--- config.mk ---
export PLATFORM = sky130hd
export DESIGN_NAME = branch_perf_monitor
export DESIGN_NICKNAME = d
export VERILOG_FILES = /design/src/rtl/perf_pkg.sv /design/src/rtl/perf_counter.sv /design/src/rtl/branch_perf_monitor.sv
export SDC_FILE = /design/constraint.sdc
export NUM_CORES = 1
export LEC_CHECK = 0
export ABC_AREA = 1
export CORE_ASPECT_RATIO = 0.9
export CORE_MARGIN = 2
export CORE_UTILIZATION = 30
export CTS_BUF_LIST = sky130_fd_sc_hd__clkbuf_8
export CTS_CLUSTER_DIAMETER = 150
export DETAILED_ROUTE_END_ITERATION = 12
export SKIP_CTS_REPAIR_TIMING = 1
export SLEW_MARGIN = 20
export SYNTH_ARGS = -nofsm -noshare
export SYNTH_HDL_FRONTEND = slang
export SYNTH_SLANG_ARGS = --single-unit
--- constraint.sdc ---
create_clock -name clk -period 4 [get_ports clk]
set_input_delay 0.8 -clock clk [delete_from_list [all_inputs] [get_ports clk]]
set_output_delay 0.8 -clock clk [all_outputs]
set_load 0.05 [all_outputs]
--- src/rtl/perf_pkg.sv ---
// Shared definitions for the branch performance monitor.
//   perf_state_e : run/halt state of the monitor FSM
//   DEF_*        : default widths used by the top and counter modules
//   CYC_*_SEL    : readout index offsets for the cycle-counter snapshot,
//                  counted past the last event index (index = NUM_EVT + offset)
//   sel_width()  : width of the readout index for a given event count
package perf_pkg;

  typedef enum logic {
    HALT = 1'b0,
    RUN  = 1'b1
  } perf_state_e;

  localparam int DEF_NUM_EVT = 2;
  localparam int DEF_CNT_W   = 32;
  localparam int DEF_CYC_W   = 64;

  localparam int CYC_LO_SEL  = 0;
  localparam int CYC_HI_SEL  = 1;

  function automatic int sel_width(input int num_evt);
    return $clog2(num_evt + 2);
  endfunction

endpackage

--- src/rtl/perf_counter.sv ---
// Single event counter with sticky overflow flag.
//   clk, rst_n : clock, asynchronous active-low reset
//   inc        : count one event this cycle
//   clr        : zero count and overflow flag (wins over inc)
//   count      : current count
//   ovf        : sticky overflow flag
// SATURATE=0 wraps all-ones -> 0 and flags on the wrap edge.
// SATURATE=1 holds at all-ones and flags on the edge that reaches it.
module perf_counter
  import perf_pkg::*;
#(
  parameter int W        = DEF_CNT_W,
  parameter bit SATURATE = 1'b0
) (
  input  logic         clk,
  input  logic         rst_n,
  input  logic         inc,
  input  logic         clr,
  output logic [W-1:0] count,
  output logic         ovf
);

  localparam logic [W-1:0] MAX = '1;

  logic [W-1:0] count_q, count_d;
  logic         ovf_q, ovf_d;

  always_comb begin
    count_d = count_q;
    ovf_d   = ovf_q;
    if (clr) begin
      count_d = '0;
      ovf_d   = 1'b0;
    end else if (inc) begin
      if (count_q == MAX) begin
        // At all-ones: saturating mode holds, wrapping mode rolls to 0.
        if (!SATURATE) count_d = '0;
        ovf_d = 1'b1;
      end else begin
        count_d = count_q + 1'b1;
        if (SATURATE && (count_q == (MAX - 1'b1))) ovf_d = 1'b1;
      end
    end
  end

  always_ff @(posedge clk or negedge rst_n) begin
    if (!rst_n) begin
      count_q <= '0;
      ovf_q   <= 1'b0;
    end else begin
      count_q <= count_d;
      ovf_q   <= ovf_d;
    end
  end

  assign count = count_q;
  assign ovf   = ovf_q;

endmodule

--- src/rtl/branch_perf_monitor.sv ---
// Branch performance monitor: counts mispredict events on committed
// branches plus run cycles, with snapshot bank and one-cycle readout.
//   clk, rst_n           : clock, asynchronous active-low reset
//   commit_i             : branch commit qualifier
//   evt_i[NUM_EVT]       : per-event pulses (counted only with commit_i)
//   start_i / stop_i     : HALT->RUN / RUN->HALT (stop wins)
//   clear_i              : zero live counters and overflow flags
//   snap_i               : copy live counters into the snapshot bank
//   rd_req_i, rd_sel_i   : readout request and snapshot index
//   rd_valid_o, rd_data_o: readout result, one cycle after the request
//   ovf_o[NUM_EVT]       : sticky overflow flags
//   running_o            : FSM is in RUN
module branch_perf_monitor
  import perf_pkg::*;
#(
  parameter int NUM_EVT   = DEF_NUM_EVT,
  parameter int CNT_W     = DEF_CNT_W,
  parameter int CYC_W     = DEF_CYC_W,
  parameter bit SATURATE  = 1'b0,
  parameter bit START_RUN = 1'b1
) (
  input  logic                                clk,
  input  logic                                rst_n,
  input  logic                                commit_i,
  input  logic [NUM_EVT-1:0]                  evt_i,
  input  logic                                start_i,
  input  logic                                stop_i,
  input  logic                                clear_i,
  input  logic                                snap_i,
  input  logic                                rd_req_i,
  input  logic [sel_width(NUM_EVT)-1:0]       rd_sel_i,
  output logic                                rd_valid_o,
  output logic [CNT_W-1:0]                    rd_data_o,
  output logic [NUM_EVT-1:0]                  ovf_o,
  output logic                                running_o
);

  localparam int          SEL_W     = sel_width(NUM_EVT);
  localparam perf_state_e RST_STATE = START_RUN ? RUN : HALT;

  perf_state_e state_q, state_d;

  logic [CYC_W-1:0] cyc_q, cyc_d;
  logic [CNT_W-1:0] evt_cnt    [NUM_EVT];
  logic [CNT_W-1:0] snap_evt_q [NUM_EVT];
  logic [CNT_W-1:0] snap_evt_d [NUM_EVT];
  logic [CYC_W-1:0] snap_cyc_q, snap_cyc_d;
  logic             rd_valid_q, rd_valid_d;
  logic [CNT_W-1:0] rd_data_q, rd_data_d;
  logic [CNT_W-1:0] sel_data;
  logic             run;

  // Run/halt FSM
  always_comb begin
    state_d = state_q;
    if (stop_i) begin
      state_d = HALT;
    end else if (start_i) begin
      state_d = RUN;
    end
  end

  always_ff @(posedge clk or negedge rst_n) begin
    if (!rst_n) state_q <= RST_STATE;
    else        state_q <= state_d;
  end

  assign run       = (state_q == RUN);
  assign running_o = run;

  // Event counters; clear suppresses any increment in the same cycle.
  for (genvar k = 0; k < NUM_EVT; k++) begin : gen_evt
    perf_counter #(
      .W        (CNT_W),
      .SATURATE (SATURATE)
    ) u_cnt (
      .clk   (clk),
      .rst_n (rst_n),
      .inc   (run && commit_i && evt_i[k] && !clear_i),
      .clr   (clear_i),
      .count (evt_cnt[k]),
      .ovf   (ovf_o[k])
    );
  end

  // Cycle counter always wraps.
  always_comb begin
    cyc_d = cyc_q;
    if (clear_i) begin
      cyc_d = '0;
    end else if (run) begin
      cyc_d = cyc_q + 1'b1;
    end
  end

  // Snapshot bank captures pre-edge live values.
  always_comb begin
    snap_cyc_d = snap_cyc_q;
    for (int k = 0; k < NUM_EVT; k++) begin
      snap_evt_d[k] = snap_evt_q[k];
    end
    if (snap_i) begin
      snap_cyc_d = cyc_q;
      for (int k = 0; k < NUM_EVT; k++) begin
        snap_evt_d[k] = evt_cnt[k];
      end
    end
  end

  // Readout mux reads the current snapshot, so a same-cycle snap is not seen.
  always_comb begin
    sel_data = '0;
    for (int k = 0; k < NUM_EVT; k++) begin
      if (rd_sel_i == SEL_W'(k)) sel_data = snap_evt_q[k];
    end
    if (rd_sel_i == SEL_W'(NUM_EVT + CYC_LO_SEL)) begin
      sel_data = CNT_W'(snap_cyc_q);
    end
    if (rd_sel_i == SEL_W'(NUM_EVT + CYC_HI_SEL)) begin
      sel_data = CNT_W'(snap_cyc_q >> CNT_W);
    end
  end

  always_comb begin
    rd_valid_d = rd_req_i;
    rd_data_d  = rd_req_i ? sel_data : '0;
  end

  always_ff @(posedge clk or negedge rst_n) begin
    if (!rst_n) begin
      cyc_q      <= '0;
      snap_cyc_q <= '0;
      for (int k = 0; k < NUM_EVT; k++) begin
        snap_evt_q[k] <= '0;
      end
      rd_valid_q <= 1'b0;
      rd_data_q  <= '0;
    end else begin
      cyc_q      <= cyc_d;
      snap_cyc_q <= snap_cyc_d;
      for (int k = 0; k < NUM_EVT; k++) begin
        snap_evt_q[k] <= snap_evt_d[k];
      end
      rd_valid_q <= rd_valid_d;
      rd_data_q  <= rd_data_d;
    end
  end

  assign rd_valid_o = rd_valid_q;
  assign rd_data_o  = rd_data_q;

endmodule

==> results.md, run 1 <==
* Clk sink count at 292
* Area post-placement at 15840 µm²
* Grt total ovfl at 0
* Family with the most delay on the worst path: buffers and inverters
* Ratio of total power to cell area at 374.2 nW/µm²
* Clock power share at 44.9%
* Slack of the worst reg-to-reg path at 1.59 ns
* Yosys reg bits at 292
* Sw frac at 26.62%
* Hold slack at 0.1919 ns
* Vias in the first global route at 11.91k
* Commonest non-fill, non-tap cell in the layout: nand2_1
* H-tree levels at 2
* Final Max Slew Viols at 0
* Fin nets at 1908
* EDFF count, synth at 0
* Setup WS pre-CTS at 0.7716 ns
* Synth cell types at 47
* WL/cell at 17.77 µm
* Total number of vias at 12.28k
* Clk_lat worst skew at 0.63 ns
* Critical Path AT at 2.27 ns
* Total die area at 50850 µm²
* Worst-path maximum fanout at 13
* Tmin final at 3.066 ns
* Pint at 4.639 mW
* Die Width at 237.5 µm
* Achievable Freq at 326.2 MHz
* # diodes at 0
* Area Overhead vs Synth at 14.79%
* WP buf/inv at 1
* Initial antenna violation count at 2
* Crit Path Class: register to output port
* Finished Cell Area at 16900 µm²
* HP Class: primary input to asynchronous set/reset pin
* Rel. slew slack at 37.20%
* Crit path setup slack, layout at 0.9343 ns
* Critical-path cell list: clkdlybuf4s50_1
* Die height at 214.1 µm
* Initial core utilization at 30.59%
* Final Hold Viols at 0
* Clock Skews at 0.03744 ns
* Antenna-violating nets left at 0
* Dominant cells by area after synthesis: dfrtp_1 (49%), nand2_1 (11%), nor2_1 (7.2%), inv_1 (5.2%), o21ai_0 (4.4%)
* Most frequent cells in the layout: nand2_1 (441), dfrtp_1 (291), nor2_1 (281)
* GP Congestion at 0.9128
* RSZ-0062 raised after global routing: false
* Sequential power share at 48.4%
* Syn. warnings at 0
* Worst path max stage delay at 0.88 ns
* Mapped Cells at 1834
* Largest area contributor in the netlist: dfrtp_1
* Worst setup EP type: output port
* Io pins at 48
* Max-cap check violation count at 0
* Dpl hpwl at 34.09 mm
* Port buffer count at 47
* Status: finished clean
* Final wirelength at 45.47 mm
* Startpoint types: register
* TritonCTS buffer count at 52
* Total Routing Usage GR at 18.09%
* Clk slew on worst S/H paths at 0.07 ns
* Longest Clk Path Bufs at 3
* CP max-delay cell: clkdlybuf4s50_1
* Max IR drop VDD at 0.1765 mV
* CTS tree: yes
* Final period util at 76.64%
* Inst Count DP at 2463
* Rows at 76
* TritonRoute pass-1 iters at 6
* Remaining DRCs at 0
* Post-Syn Area at 14720 µm²
* Overall power at 6.322 mW
* Final core occ at 35.12%
* Worst slew pin tran at 0.9386 ns
* Syn nets at 1849
* Logic pwr share at 6.8%
* DR iter-0 viols at 1095
* Syn avg cell area at 8.026 µm²
* Core area at 48120 µm²
* Via-to-Cell Ratio at 4.798
* Area share of the largest cell type after synthesis at 49.47%
* Layout cell share with drive strength beyond 1 at 11.21%
* Net Sw Power at 1.683 mW
* Final std cells w/o fill at 2559
* Req. time, crit path at 3.20 ns
* Seq/Total Area, Yosys at 49.65%
* Global-route wire length before repair at 70.98 mm
* Main synth FF type: dfrtp_1
* Final setup vio count at 0
* Asr flop ratio synth at 100.0%
* Leak at 7.308 nW
* Clock Tree Root: clkbuf_8
* Largest net degree at the start of global routing at 92
* Post-Route Setup TNS at 0 ns
routing by layer:
metal	wire length [µm]	track usage (%)
met1	21710	25.93
met2	19780	27.34
met3	2627	3.527
met4	1303	5.891
met5	50	0
synth_stat cells (all sizes together), types with 4 or more instances:
library cell	number
inv	207
mux2	33
xnor2	7
nand4	24
nor3b	5
o211ai	30
nor3	18
nand3	72
nor2	333
o21ai	134
a21oi	91
xor2	25
clkbuf	30
dfrtp	291
buf	27
nand2	459
o221ai	18
and2	4
nand3b	4
o21bai	7
layout make-up:
type / count / area [µm²]
Inverter: 210 / 808.3
Clock buffer: 64 / 880.8
Tap cell: 624 / 780.7
Multi-Input combinational cell: 1275 / 6320
Timing Repair Buffer: 62 / 626.9
Sequential cell: 292 / 7308
Fill cell: 5056 / 31220
Clock inverter: 32 / 171.4
power groups by stage:
| stage | combinational (mW) | sequential [mW] | clock (mW) |
|---|---|---|---|
| after detailed placement | 0.432 | 3.11 | 0 |
| after CTS | 0.433 | 3.06 | 2.93 |
| after global routing | 0.470 | 3.06 | 3.07 |
| final | 0.428 | 3.06 | 2.84 |
| after global placement | 0.426 | 3.11 | 0 |
| after floorplan | 0.194 | 3.15 | 0 |
registers in the layout (all words and copies together), names as in the netlist:
signal and cells:
cyc_q 64, gen_evt.u_cnt.count 64, snap_cyc_q 64, snap_evt_q 64, rd_data_o 32, gen_evt.u_cnt.ovf 2
rd_valid_o 1, running_o 1
cells by family (layout without fill, tap and decap cells):
family / count (synthesis) / in the layout / share of synthesized area (%)
compound gates: 285 / 285 / 10.84
simple gates: 922 / 922 / 27.41
buf+inv: 267 / 368 / 7.412
flops: 292 / 292 / 49.65
fa+ha+maj: 3 / 3 / 0.2550
xor+xnor: 32 / 32 / 1.904
mux: 33 / 33 / 2.525
worst paths after layout:
check / startpoint / endpoint / cells past startpoint
worst max-delay path: running_o / running_o / 1
worst min-delay path: rst_n / gen_evt[0].u_cnt.count[21] / 1
worst max register to register: running_o / gen_evt[1].u_cnt.count[29] / 9
worst min register to register: snap_cyc_q[44] / rd_data_o[12] / 2
max in group asynchronous: rst_n / rd_data_o[27] / 2
min in group clk: snap_cyc_q[44] / rd_data_o[12] / 2
Note: power is estimated with default switching activity, not from simulation.
==> run 2, diff against run 1 <==
Clock period 4 ns to 2.7 ns, I/O delays scaled along.
==> run 2 against run 1 <==
Effect of this change:
- via count is 1.8% higher
- critical path type unchanged
- worst setup slack worse by 0.80 ns
- die area stayed put
- worst hold slack better by 0.20 ns
- final area is 0.96% higher
- wire length is 0.92% lower
- combinational power is 60% higher
- register-to-register slack worse by 0.98 ns
- sequential cell count stayed put
- sequential share of layout area is 0.41 points lower
- global-route usage is 0.063 points lower
- highest routed layer unchanged
==> results.md, run 2 (same netlist as run 1, synthesis figures left out) <==
* Status: finished clean
* CTS tree: yes
* Worst-path maximum fanout at 5
* TritonCTS buffer count at 50
* HP Class: primary input to register
* R2r endpoint: cyc_q[44]
* Worst path max stage delay at 0.82 ns
* Crit path from: running_o
* Longest Clk Path Bufs at 3
* Largest net degree at the start of global routing at 74
* Instance count on the critical path at 1
* Crit Path Class: register to output port
* Family with the most delay on the worst path: buffers and inverters
* Clock Skews at 0.01592 ns
* Final wirelength at 45.05 mm
* WHS Path Cells at 3
* Dpl hpwl at 34.42 mm
* Slack of the worst reg-to-reg path at 0.61 ns
* Final setup vio count at 0
* Worst setup EP type: output port
* Worst Reg-to-Reg Cells at 9
* Clk sink count at 292
* # diodes at 0
* Fin nets at 1926
* Hold slack at 0.3965 ns
* WP buf/inv at 1
* WHS Endpoint: snap_evt_q[43]
* Finished Cell Area at 17060 µm²
* Leak at 7.379 nW
* Total number of vias at 12.50k
* DR iter-0 viols at 1119
* Clk_lat worst skew at 0.63 ns
* Rows at 76
* Remaining DRCs at 0
* Clk slew on worst S/H paths at 0.06 ns
* Max IR drop VDD at 0.2533 mV
* Req. time, crit path at 2.16 ns
* Ratio of total power to cell area at 545.8 nW/µm²
* H-tree levels at 2
* Io pins at 48
* Port buffer count at 47
* Die Width at 237.5 µm
* Via-to-Cell Ratio at 4.870
* Clock Tree Root: clkbuf_8
* GP Congestion at 0.9292
* WL/cell at 17.56 µm
* CP max-delay cell: clkdlybuf4s50_1
* Rel. slew slack at 57.03%
* Beginning of the worst register-to-register path: running_o
* Antenna-violating nets left at 0
* Commonest non-fill, non-tap cell in the layout: nand2_1
* Final Max Slew Viols at 0
* Critical Path AT at 2.03 ns
* Vias in the first global route at 12.24k
* Die height at 214.1 µm
* Max-cap check violation count at 0
* Post-Route Setup TNS at 0 ns
* Startpoint types: register
* RSZ-0062 raised after global routing: false
* Achievable Freq at 389.7 MHz
* Area Overhead vs Synth at 15.90%
* Total Routing Usage GR at 18.02%
* TritonRoute pass-1 iters at 5
* Critical-path cell list: clkdlybuf4s50_1
* Tmin final at 2.566 ns
* Area post-placement at 16050 µm²
* Final Hold Viols at 0
* Initial antenna violation count at 1
* Most frequent cells in the layout: nand2_1 (441), dfrtp_1 (291), nor2_1 (281)
* Final period util at 95.04%
* Worst slew pin tran at 0.6445 ns
* Hold_sp: snap_i
* Grt total ovfl at 0
* Layout cell share with drive strength beyond 1 at 11.64%
* Global-route wire length before repair at 71.42 mm
* Core area at 48120 µm²
* Total die area at 50850 µm²
* Initial core utilization at 30.59%
[run 2: worst min-delay path: cells and delay by family]
family | cells | cell delay, ns
buffers and inverters | 1 | 0.21
AND/OR/NAND/NOR | 1 | 0.12
AO/OA/AOI/OAI | 1 | 0.07
[run 2: layout make-up]
type | instances | area (µm²)
fillers | 5028 | 31060
flip-flops and latches | 292 | 7308
well taps | 624 | 780.7
inverters | 210 | 808.3
repair buffers | 82 | 842.1
clock buffers | 61 | 839.6
multi-input cells | 1275 | 6320
clock inverters | 22 | 160.2
[run 2: stage by stage]
stage | utilization [%] | cells | setup WS [ns] | power [mW]
5_1_grt | 35.45 | 2566 | 0.04672 | 9.711
3_5_place_dp | 33.36 | 2482 | 0.2178 | 5.292
3_3_place_gp | 33.36 | 2482 | 0.1972 | 5.282
2_1_floorplan | - | 1834 | 0.9737 | 4.952
4_1_cts | 35.43 | 2565 | 0.05460 | 9.438
6_report | 35.45 | 2566 | 0.1339 | 9.310
[run 2: how the worst max path moves through the flow]
stage / slack, ns / endpoint
floorplan: 0.97 / gen_evt[0].u_cnt.count[30]
finish: 0.13 / running_o
global placement: 0.20 / gen_evt[1].u_cnt.count[29]
CTS: 0.05 / running_o
detailed placement: 0.22 / gen_evt[1].u_cnt.count[29]
global route: 0.05 / running_o
[run 2: power breakdown]
group / internal [mW] / switching, mW / leakage [nW]
clock network: 2.23 / 1.88 / 0.568
logic: 0.198 / 0.487 / 2.81
registers: 4.46 / 0.0570 / 4.00
[run 2: metal layers]
layer | share of wire, % | vias to the layer above | GRT usage, %
met2 | 45 | 342 | 27.94
met1 | 47 | 6044 | 25.35
met5 | 0.029 | - | 0
li1 | - | 6036 | -
met4 | 2.5 | 2 | 4.906
met3 | 5.8 | 73 | 3.965
==> run 3, diff against run 2 <==
Settings changed: CORE_MARGIN 2 to not set, SETUP_SLACK_MARGIN set to 0.15.
==> run 3 against run 2 <==
Effect of this change:
- first-iteration DRC count shrank 5.5%
- cell count barely moved
- wire length fell by 0.54%
- final area decreased by 0.28%
- critical path depth did not move
- clock skew is 0.014 ns higher
- non-clock buffer count down 1
- largest cell class unchanged
- highest routed layer is now met4
==> results.md, run 3 (same netlist as run 1, synthesis figures left out) <==
* Crit Path Class: register to output port
* RSZ-0062 raised after global routing: false
* Global-route wire length before repair at 70.46 mm
* Family with the most delay on the worst path: buffers and inverters
* Final Hold Viols at 0
* Worst-path maximum fanout at 1
* Clk_lat worst skew at 0.60 ns
* Leak at 7.368 nW
* Area of the multi-input gates at 6320 µm²
* CP max-delay cell: clkdlybuf4s50_1
* Ratio of total power to cell area at 539.9 nW/µm²
* Total Routing Usage GR at 18.28%
* Initial antenna violation count at 0
* Final std cells w/o fill at 2568
* CTS tree: yes
* Vias in the first global route at 11.85k
* Antenna-violating nets left at 0
* Rel. slew slack at 56.34%
* # diodes at 0
* Core area at 48120 µm²
* Sequential power share at 49.3%
* Hold_sp: snap_i
* Dpl hpwl at 34.39 mm
* Pint at 6.784 mW
* Area Overhead vs Synth at 15.57%
* R2r endpoint: cyc_q[44]
* Critical Path AT at 1.89 ns
* Final Max Slew Viols at 0
* Clock power share at 43.4%
* Inst Count DP at 2481
* Final wirelength at 44.81 mm
* Clock Tree Root: clkbuf_8
* Achievable Freq at 411.4 MHz
* Reg area at 7308 µm²
* HP Class: primary input to register
* Longest Clk Path Bufs at 3
* Final period util at 90.02%
* Commonest non-fill, non-tap cell in the layout: nand2_1
* Max-cap check violation count at 0
* Status: finished clean
* Layout cell share with drive strength beyond 1 at 11.83%
* Logic pwr share at 7.3%
* Clk slew on worst S/H paths at 0.06 ns
* Initial core utilization at 30.59%
* H-tree levels at 2
* Sw frac at 26.14%
* Rows at 76
* Fin nets at 1923
* Clk sink count at 292
* Die Width at 235.5 µm
* Fillers at 5009
* TritonRoute pass-1 iters at 5
* GP Congestion at 0.9346
* Total die area at 49950 µm²
* TritonCTS buffer count at 48
* Final core occ at 35.35%
* Grt total ovfl at 0
* Via-to-Cell Ratio at 4.817
* DR iter-0 viols at 1057
* Startpoint types: register
* Slack of the worst reg-to-reg path at 0.68 ns
* WHS Endpoint: snap_evt_q[48]
* Worst path max stage delay at 0.85 ns
* Tmin final at 2.431 ns
* Req. time, crit path at 2.16 ns
* Most frequent cells in the layout: nand2_1 (441), dfrtp_1 (291), nor2_1 (281)
* Max IR drop VDD at 0.2531 mV
* Die height at 212.1 µm
* Final setup vio count at 0
* Total number of vias at 12.37k
* Worst setup EP type: output port
* Worst slew pin tran at 0.6499 ns
* Net Sw Power at 2.401 mW
* Largest net degree at the start of global routing at 68
* WL/cell at 17.45 µm
* Remaining DRCs at 0
* Io pins at 48
* Overall power at 9.185 mW
* WHS Path Cells at 3
* Worst Reg-to-Reg Cells at 9
* WP buf/inv at 1
* Beginning of the worst register-to-register path: running_o
* Post-Route Setup TNS at 0 ns
* Critical-path cell list: clkdlybuf4s50_1
* Port buffer count at 47
* Clock Skews at 0.02986 ns
run 3: power groups by stage:
stage,logic (mW),clock network [mW],registers (mW)
2_1_floorplan,0.287,0,4.67
3_3_place_gp,0.672,0,4.60
3_5_place_dp,0.680,0,4.60
4_1_cts,0.682,4.10,4.53
5_1_grt,0.742,4.30,4.53
6_report,0.671,3.99,4.52
run 3: layout make-up:
cell class / instances / area share [%]
sequential: 292 / 42.96
multi-input combinational: 1275 / 37.15
clock buffer: 61 / 4.935
timing repair buffer: 81 / 4.773
inverter: 210 / 4.751
tap: 624 / 4.590
clock inverter: 25 / 0.8385
run 3: metal layers:
metal | up-vias | global-route usage (%) | routed length (µm)
li1 | 6027 | - | -
met1 | 5936 | 26.44 | 21280
met2 | 326 | 27.42 | 19630
met5 | - | 0 | 0
met4 | 0 | 6.626 | 1479
met3 | 82 | 2.973 | 2414
run 3: through the flow:
stage / hold slack [ns] / cell area [µm²] / setup WS, ns
final: 0.3679 / 17010 / 0.2695
after global routing: 0.3597 / 17010 / 0.2250
after CTS: -0.07802 / 17000 / 0.08838
after detailed placement: 0.4899 / 16020 / 0.2130
after global placement: 0.4795 / 16020 / 0.2039
after floorplan: 0.2444 / 14720 / 0.9737
run 3: how the worst max path moves through the flow:
stage | startpoint | endpoint | depth (start not counted)
final | rd_data_o[6] | rd_data_o[6] | 1
after global routing | rd_data_o[6] | rd_data_o[6] | 1
after CTS | running_o | running_o | 1
after detailed placement | commit_i | gen_evt[1].u_cnt.count[29] | 10
after global placement | commit_i | gen_evt[1].u_cnt.count[29] | 10
after floorplan | running_o | gen_evt[0].u_cnt.count[30] | 8
==> variant, RTL diff (flow settings as in run 2) <==
`SATURATE` is set to 1'b0 in 2 places; all go to 1'b1.
--- a/src/rtl/perf_counter.sv
+++ b/src/rtl/perf_counter.sv
@@ -12,3 +12,3 @@
   parameter int W        = DEF_CNT_W,
-  parameter bit SATURATE = 1'b0
+  parameter bit SATURATE = 1'b1
 ) (
--- a/src/rtl/branch_perf_monitor.sv
+++ b/src/rtl/branch_perf_monitor.sv
@@ -18,3 +18,3 @@
   parameter int CYC_W     = DEF_CYC_W,
-  parameter bit SATURATE  = 1'b0,
+  parameter bit SATURATE  = 1'b1,
   parameter bit START_RUN = 1'b1
Function: no difference found for any inputs over 4 cycles, from zero or initial values and one cycle with rst_n low; that may be too few to reach the edited logic, so the function may still have changed.
==> variant against run 2 <==
- routed wire length rose by 2.8%
- critical path type unchanged
- cell area rose by 3.3%
- non-clock buffer count did not move
- first-iteration DRC count rose by 2.7%
- sequential cell count did not move
- total power rose by 2.2%
- clock power rose by 4%
- worst setup slack improved by 0.0033 ns
- combinational power rose by 2%
- largest cell class unchanged
- area after synthesis rose by 3.8%
- critical path depth did not move
==> variant: results (changes against run 2) <==
grt_pass1_vias: 12900  # +5.2%
grt_use_met3_pct: 2.95  # -1.0 points
status: "completed"
synth_cell_types: 44  # -6.4%
grt_max_degree: 73  # -1.4%
grtUsageTotal_pct: 17.7  # -0.35 points
ys_seq_area_share_pct: 47.8  # -1.8 points
drt_wl_total_um: 46300  # +2.8%
ys_top_cells_by_area: "dfrtp_1 48%, nand2_1 13%, nor2_1 8.5%, inv_1 5.4%, o21ai_0 4.2%"
r2r_end: "gen_evt[0].u_cnt.count[6]"
worstRegToRegCells: 10  # +1
synth.top_cells.by_count: "530 x nand2_1, 347 x nor2_1, 291 x dfrtp_1"
ir_worst_vdd_mv: 0.364  # +44%
first_pass_iters: 5  # unchanged
placed_cell_area_mm2: 0.0165  # +3.1%
multi_input_area_mm2: 0.00674  # +6.7%
timing.hold.ws_ns: 0.391  # -0.00514 ns
pre_cts_ws_ns: 0.262  # +0.0444 ns
min-delay-start: "snap_i"
leakage_nw: 7.67  # +4.0%
grt_pass1_wl_um: 73000  # +2.3%
clock_skew_ns: 0.0421  # +0.0262 ns
antenna_found_initial: 2  # +1
viasPerCell: 4.73  # -2.8%
worstMarginPinSlew_ns: 0.619  # -0.0254 ns
dp_hpwl_um: 34900  # +1.3%
place.gp.congestion: 0.913  # -1.8%
dr.first_iter.drc_count: 1149  # +2.7%
cts_buffers: 49  # -2.0%
worstReg2RegStart: "gen_evt[0].u_cnt.count[1]"
drive_above_1_share_pct: 9.88  # -1.8 points
crit_fanout: 6  # +1
hold_path_end: "snap_cyc_q[51]"
nNetsFinal: 2098  # +8.9%
dp.cells: 2709  # +9.1%
n_fill_cell: 5426  # +7.9%
synth_cells: 2019  # +10%
route.detailed.wl_per_inst_um: 16.5  # -5.8%
reg2reg_slack_ns: 0.56  # -0.05 ns
use_met1_pct: 25.3  # about the same
groute.layer.met2.usage_pct: 27.3  # -0.59 points
==> variant: layout make-up <==
| type | instances | share of cell area (%) |
|---|---|---|
| diodes | 3 | 0.0426 |
| clock buffers | 64 | 5.00 |
| clock inverters | 22 | 0.994 |
| inverters | 223 | 4.85 |
| multi-input cells | 1433 | 38.3 |
| flip-flops and latches | 292 | 41.5 |
| well taps | 680 | 4.83 |
| repair buffers | 82 | 4.54 |
==> variant: kinds of logic after synthesis <==
family / Yosys count / share of synthesized area (%)
fa+ha+maj: 5 / 0.410
buf+inv: 294 / 8.00
flops: 292 / 47.8
simple gates: 1077 / 29.3
compound gates: 305 / 11.5
xor+xnor: 27 / 1.55
mux: 19 / 1.40
==> variant: worst max-delay path by stage <==
stage	endpoint	slack, ns	cells after the start	from
after floorplan	cyc_q[51]	0.84	8	running_o
after global placement	rd_data_o[0]	0.28	7	rd_sel_i[1]
after detailed placement	gen_evt[0].u_cnt.count[6]	0.26	8	commit_i
after CTS	running_o	0.09	1	running_o
after global routing	running_o	0.08	1	running_o
final	running_o	0.14	1	running_o
==> variant: per-layer routing <==
layer / wire length (um) / vias up
met1: 22400 / 6285
met2: 20100 / 345
li1: - / 6545
met4: 1030 / 0
met5: 0 / -
met3: 2730 / 70
==> variant: report_power, final <==
| part | internal, mW | leakage (nW) | switching (mW) | total, mW |
|---|---|---|---|---|
| Combinational | 0.193 | 3.10 | 0.506 | 0.700 |
| Clock | 2.40 | 0.593 | 1.87 | 4.28 |
| Sequential | 4.47 | 3.98 | 0.0704 | 4.54 |
| Total | 7.07 | 7.68 | 2.45 | 9.52 |
